==> src/rtl/conv3x3_window_mac_pkg.sv <==
// rtl/conv3x3_window_mac_pkg.sv - shared constants and helpers for the 3x3 window MAC
package conv3x3_window_mac_pkg;

  localparam int NUM_TAPS = 9;
  localparam int KROWS    = 3;
  localparam int KCOLS    = 3;

  // Nine products of (BIT_DEPTH+1)x(WGT_W) signed values fit in BIT_DEPTH+WGT_W+5 bits.
  function automatic int acc_width(input int bit_depth, input int wgt_w);
    return bit_depth + wgt_w + 5;
  endfunction

  function automatic int clog2(input int value);
    int w;
    w = 1;
    while ((1 << w) < value) w++;
    return w;
  endfunction

endpackage

==> src/rtl/conv3x3_window_mac_mac9_tree.sv <==
// rtl/conv3x3_window_mac_mac9_tree.sv - registered 9-tap multiply stage plus registered adder tree
module conv3x3_window_mac_mac9_tree
  import conv3x3_window_mac_pkg::*;
#(
  parameter int BIT_DEPTH = 8,
  parameter int WGT_W     = 8,
  parameter int RELU      = 0,
  parameter int ACC_W     = acc_width(BIT_DEPTH, WGT_W)
) (
  input  logic                                 clk,
  input  logic                                 rst_n,
  input  logic                                 en,
  input  logic [NUM_TAPS-1:0][BIT_DEPTH-1:0]   pix,
  input  logic [NUM_TAPS-1:0][WGT_W-1:0]       taps,
  output logic signed [ACC_W-1:0]              sum
);

  localparam int PROD_W = BIT_DEPTH + WGT_W + 1;

  logic signed [PROD_W-1:0] prod [NUM_TAPS];
  logic signed [ACC_W-1:0]  tree;

  // Pixels are unsigned, so a zero MSB keeps them positive in the signed multiply.
  always_ff @(posedge clk or negedge rst_n) begin
    if (!rst_n) begin
      for (int i = 0; i < NUM_TAPS; i++) prod[i] <= '0;
    end else if (en) begin
      for (int i = 0; i < NUM_TAPS; i++)
        prod[i] <= PROD_W'($signed({1'b0, pix[i]})) * PROD_W'($signed(taps[i]));
    end
  end

  always_comb begin
    tree = '0;
    for (int i = 0; i < NUM_TAPS; i++) tree = tree + ACC_W'(prod[i]);
  end

  always_ff @(posedge clk or negedge rst_n) begin
    if (!rst_n) begin
      sum <= '0;
    end else if (en) begin
      sum <= (RELU != 0 && tree[ACC_W-1]) ? '0 : tree;
    end
  end

endmodule

==> src/rtl/conv3x3_window_mac.sv <==
// rtl/conv3x3_window_mac.sv - sliding 3x3 window over linebuffer columns, convolved with a loadable kernel
module conv3x3_window_mac
  import conv3x3_window_mac_pkg::*;
#(
  parameter int  BIT_DEPTH = 8,
  parameter int  WGT_W     = 8,
  parameter int  COLS      = 28,
  parameter int  RELU      = 0,
  localparam int ACC_W     = acc_width(BIT_DEPTH, WGT_W),
  localparam int COL_W     = clog2(COLS)
) (
  input  logic                    clk,
  input  logic                    rst_n,
  input  logic                    flush,
  input  logic                    wgt_load,
  input  logic [3:0]              wgt_idx,
  input  logic [WGT_W-1:0]        wgt_data,
  input  logic                    in_valid,
  output logic                    in_ready,
  input  logic [BIT_DEPTH-1:0]    in_r1,
  input  logic [BIT_DEPTH-1:0]    in_r2,
  input  logic [BIT_DEPTH-1:0]    in_r3,
  output logic                    out_valid,
  input  logic                    out_ready,
  output logic signed [ACC_W-1:0] out_data,
  output logic [COL_W-1:0]        out_col,
  output logic                    row_done
);

  localparam logic [COL_W-1:0] LAST_COL  = COL_W'(COLS - 1);
  localparam logic [COL_W-1:0] FIRST_WIN = COL_W'(2);

  logic                                advance;
  logic                                accept;
  logic [COL_W-1:0]                    col_cnt;
  logic [BIT_DEPTH-1:0]                win [KROWS][KCOLS];
  logic [BIT_DEPTH-1:0]                in_col [KROWS];
  logic                                win_valid, win_last, prod_valid, prod_last;
  logic [COL_W-1:0]                    win_col, prod_col;
  logic [WGT_W-1:0]                    tap_q [NUM_TAPS];
  logic [NUM_TAPS-1:0][WGT_W-1:0]      tap_eff;
  logic [NUM_TAPS-1:0][BIT_DEPTH-1:0]  win_flat;

  assign advance  = !out_valid || out_ready;
  assign in_ready = advance;
  assign accept   = in_valid && advance && !flush;

  always_ff @(posedge clk or negedge rst_n) begin
    if (!rst_n) begin
      for (int i = 0; i < NUM_TAPS; i++) tap_q[i] <= '0;
    end else if (wgt_load && wgt_idx < 4'(NUM_TAPS)) begin
      tap_q[wgt_idx] <= wgt_data;
    end
  end

  // A tap written on this edge is forwarded so a product captured on the same edge sees it.
  always_comb begin
    in_col[0] = in_r1;
    in_col[1] = in_r2;
    in_col[2] = in_r3;
    for (int i = 0; i < NUM_TAPS; i++)
      tap_eff[i] = (wgt_load && wgt_idx == 4'(i)) ? wgt_data : tap_q[i];
    for (int r = 0; r < KROWS; r++)
      for (int c = 0; c < KCOLS; c++)
        win_flat[r*KCOLS + c] = win[r][c];
  end

  always_ff @(posedge clk or negedge rst_n) begin
    if (!rst_n) begin
      col_cnt   <= '0;
      win_valid <= 1'b0;
      win_col   <= '0;
      win_last  <= 1'b0;
      for (int r = 0; r < KROWS; r++)
        for (int c = 0; c < KCOLS; c++) win[r][c] <= '0;
    end else if (flush) begin
      col_cnt   <= '0;
      win_valid <= 1'b0;
      for (int r = 0; r < KROWS; r++)
        for (int c = 0; c < KCOLS; c++) win[r][c] <= '0;
    end else if (advance) begin
      win_valid <= accept && (col_cnt >= FIRST_WIN);
      if (accept) begin
        for (int r = 0; r < KROWS; r++) begin
          win[r][0] <= win[r][1];
          win[r][1] <= win[r][2];
          win[r][2] <= in_col[r];
        end
        win_col  <= col_cnt - FIRST_WIN;
        win_last <= (col_cnt == LAST_COL);
        col_cnt  <= (col_cnt == LAST_COL) ? '0 : col_cnt + 1'b1;
      end
    end
  end

  // Sideband travels alongside the two arithmetic stages inside the tree.
  always_ff @(posedge clk or negedge rst_n) begin
    if (!rst_n) begin
      prod_valid <= 1'b0;
      prod_col   <= '0;
      prod_last  <= 1'b0;
      out_valid  <= 1'b0;
      out_col    <= '0;
      row_done   <= 1'b0;
    end else if (flush) begin
      prod_valid <= 1'b0;
      out_valid  <= 1'b0;
    end else if (advance) begin
      prod_valid <= win_valid;
      prod_col   <= win_col;
      prod_last  <= win_last;
      out_valid  <= prod_valid;
      out_col    <= prod_col;
      row_done   <= prod_last;
    end
  end

  conv3x3_window_mac_mac9_tree #(
    .BIT_DEPTH (BIT_DEPTH),
    .WGT_W     (WGT_W),
    .RELU      (RELU),
    .ACC_W     (ACC_W)
  ) u_mac9_tree (
    .clk   (clk),
    .rst_n (rst_n),
    .en    (advance),
    .pix   (win_flat),
    .taps  (tap_eff),
    .sum   (out_data)
  );

endmodule
==> config.mk <==
export PLATFORM = sky130hd
export DESIGN_NAME = conv3x3_window_mac
export DESIGN_NICKNAME = d
export VERILOG_FILES = /design/src/rtl/conv3x3_window_mac_pkg.sv /design/src/rtl/conv3x3_window_mac_mac9_tree.sv /design/src/rtl/conv3x3_window_mac.sv
export SDC_FILE = /design/constraint.sdc
export NUM_CORES = 2
export LEC_CHECK = 0
export CORE_MARGIN = 2
export CORE_UTILIZATION = 40
export DETAILED_ROUTE_END_ITERATION = 12
export SYNTH_ARGS = -nofsm -noshare
export SYNTH_HDL_FRONTEND = slang
export SYNTH_SLANG_ARGS = --single-unit
==> constraint.sdc <==
create_clock -name clk -period 5.8 [get_ports clk]
set_input_delay 0.58 -clock clk [delete_from_list [all_inputs] [get_ports clk]]
set_output_delay 0.58 -clock clk [all_outputs]
set_load 0.005 [all_outputs]
==> flow_summary.toml <==
[timing]
period_needed_ns = 6.049
clock.fmax_ghz = 0.1653
rsz0062_at_grt = "true"
hold_slack_ns = -0.002263
setup_tns_ns = -1.580
setup-violations-final = 10
hold_viol = 3
fin_skew_ns = 0.02901
setup_ws_ns = -0.2487
finalCritPeriodShare = 1.043
maxSlewViolCount = 0
tightestPinTransition_ns = 0.8996
slew_headroom = 0.4002

[die]
die_area_sq_um = 95210
dieWidth_um = 308.6
initial_core_util = 0.4042
ios = 71
row_count = 111
die_h_um = 308.6
core_sq_um = 91800

[synthesis]
yosysMostFrequentCell = "inv_1"
ys_top_cells_by_area = "fa_1 (24%), dfrtp_1 (23%), ha_1 (15%)"
yosysTopAreaCell = "fa_1"
syn-mean-instance-area_sq_um = 9.280
synth.distinct_cells = 72
synth-edff-count = 0
ys_seq_area_frac = 0.2320
synth.net_count = 4914
ys_seq_elements = 344
synth_top_cell_area_share = 0.2396
synth.cell_area_sq_um = 37100
synthArstFlopShare = 1.000
yosysWarningCount = 0
synthTopCellsByCount = "inv_1 (656), nand2_1 (569), fa_1 (444)"
postSynth.topFlopCell = "dfrtp_1"
synthCells = 3998

[route]
wl_per_cell_um = 17.03
antenna_left = 0
dr.pass1.iters = 6
drc = 0
vias = 27940
post_drt_via_cell_ratio = 4.926
drt-initial-drc-count = 1576
finalWirelength_um = 96610

[layout]
num_antenna_cells = 0
area_growth_pct = 19.22
regArea_sq_um = 8608
fillers = 8699
drive_above_1_share = 0.1585
nNetsFinal = 5310
multi_input_area_sq_um = 25910

[grt]
grt_use_met2 = 0.3292
busiest_layer = "met2"
grt_pass1_wl_um = 157100
grt_overflow = 0
grt.met3_usage = 0.02967
grt.met1_usage = 0.3070
grt_pass1_vias = 28710
track_usage = 0.2092
antenna_found_initial = 7
grt_max_degree = 139

[clock_tree]
htreeDepth = 2
cts_tree = "built"
clk_path_buf_depth = 3
postCtsHoldBufs = 0
clkSinkCount = 344
cts_buffers = 45
clk_pin_slew_ns = 0.06
clock_latency_ns = 0.62
root_buffer = "clkbuf_16"

[setup_path]
start_kind = "flop"
arrival_ns = 6.60
cp-end-kind = "flop"
crit_fanout = 4
critPathKind = "flop to flop"
required_ns = 6.35

[place]
place.gp.congestion = 0.8757
numPortBuffers = 70
place_hpwl_um = 75960

[job]
cap_violations = 0

[outcome]
status = "complete, but fails checks"
violations = "negative hold slack, negative setup slack"

[hold_path]
hold_path_class = "input port to asynchronous set/reset pin"
## placed cells by master (no fill, tap or decap), types with 9 or more instances in the layout
| cell | count |
|---|---|
| clkdlybuf4s50_1 | 68 |
| or3_1 | 13 |
| o21ai_0 | 124 |
| nand2b_1 | 16 |
| ha_4 | 13 |
| mux2i_1 | 20 |
| clkbuf_16 | 46 |
| o21bai_1 | 11 |
| a21oi_2 | 10 |
| ha_1 | 415 |
| o21a_1 | 25 |
| nor3_1 | 32 |
| a21oi_1 | 198 |
| nor2b_1 | 87 |
| a211oi_1 | 27 |
| mux2_2 | 65 |
| xnor2_1 | 57 |
| buf_4 | 403 |
| or2_2 | 50 |
| nor2_1 | 152 |
| dfrtp_1 | 344 |
| nand3_1 | 15 |
| xor2_1 | 50 |
| o211ai_1 | 13 |
| inv_1 | 648 |
| o31ai_1 | 13 |
| a21o_1 | 46 |
| fa_1 | 441 |
| and2_1 | 237 |
| o31a_1 | 9 |
| a211o_1 | 10 |
| nand2_1 | 566 |
| buf_12 | 16 |
## kinds of logic after synthesis
group / Yosys count / synth area share
AND/OR/NAND/NOR: 1221 / 0.1566
adder cells (fa/ha/maj): 874 / 0.3846
buffers and inverters: 802 / 0.08205
AO/OA/AOI/OAI: 561 / 0.09338
flip-flops: 344 / 0.2320
XOR/XNOR: 111 / 0.02620
multiplexers: 85 / 0.02512
## sequential cells by signal, summed over array words and instances, names as in the netlist
signal	count
u_mac9_tree.prod	153
tap_q	72
win	72
u_mac9_tree.sum	21
col_cnt	5
out_col	5
prod_col	5
win_col	5
out_valid	1
prod_last	1
prod_valid	1
row_done	1
win_last	1
win_valid	1
## timing repair
action	4_1_cts	5_1_grt
pin swaps	44	15
setup endpoints to repair	11	15
gates resized for setup	42	33
hold endpoints to repair	0	0
setup buffers	4	2
## worst max-delay path, cell delays in order (launching register included)
cell and delay [ns]:
dfrtp_1 0.40, fa_1 0.61, ha_4 0.22, a211o_1 0.32, a211oi_4 0.29, o31ai_4 0.10
a2111oi_4 0.37, or2_4 0.19, a31oi_2 0.08, fa_1 0.51, inv_2 0.05, fa_1 0.50
inv_1 0.06, fa_1 0.45, fa_1 0.49, inv_1 0.07, ha_4 0.29, nand4_1 0.12
buf_4 0.16, nor3_1 0.14, o2bb2ai_1 0.15, mux2_2 0.35, nand3_1 0.07
## area by class of cell
cell class / instances / area share
Inverter: 656 / 0.05578
Timing Repair Buffer: 495 / 0.09315
Clock inverter: 24 / 0.006845
Multi-Input combinational cell: 2852 / 0.5858
Sequential cell: 344 / 0.1946
Tap cell: 1243 / 0.03516
Clock buffer: 58 / 0.02863
## final timing paths
| check | startpoint | to | slack, ns | cells after the start |
|---|---|---|---|---|
| min in group clk | flush | out_valid$_DFFE_PN0P_ | 0.37 | 2 |
| max in group asynchronous | rst_n | win[39]$_DFFE_PN0P_ | 4.45 | 2 |
| hold reg to reg | win_col[0]$_DFFE_PN0P_ | win_col[0]$_DFFE_PN0P_ | 0.48 | 2 |
| setup reg to reg | u_mac9_tree.prod[138]$_DFFE_PN0N_ | u_mac9_tree.sum[20]$_DFFE_PN0N_ | -0.25 | 22 |
| setup / recovery | u_mac9_tree.prod[138]$_DFFE_PN0N_ | u_mac9_tree.sum[20]$_DFFE_PN0N_ | -0.25 | 22 |
| hold / removal | rst_n | tap_q[61]$_DFFE_PN0P_ | -0.002 | 1 |
## metal layers
layer	wire length (um)	vias up
met5	0	-
li1	-	13480
met3	4473	82
met4	1796	0
met1	46990	13900
met2	43340	477
## stage by stage
| step | std cells | setup WS [ns] | utilization | instance area [sq um] |
|---|---|---|---|---|
| 3_3_place_gp | 5585 | -0.3512 | 0.4600 | 42230 |
| 4_1_cts | 5671 | -0.2366 | 0.4795 | 44020 |
| 2_1_floorplan | 3998 | -0.1302 | - | 37200 |
| 5_1_grt | 5672 | -0.5378 | 0.4818 | 44230 |
| 3_5_place_dp | 5585 | -0.4005 | 0.4600 | 42230 |
| 6_report | 5672 | -0.2487 | 0.4818 | 44230 |
Power is left out: the tool's default activity adds up to more than one toggle a clock period on the data nets, which glitch-free logic cannot reach.
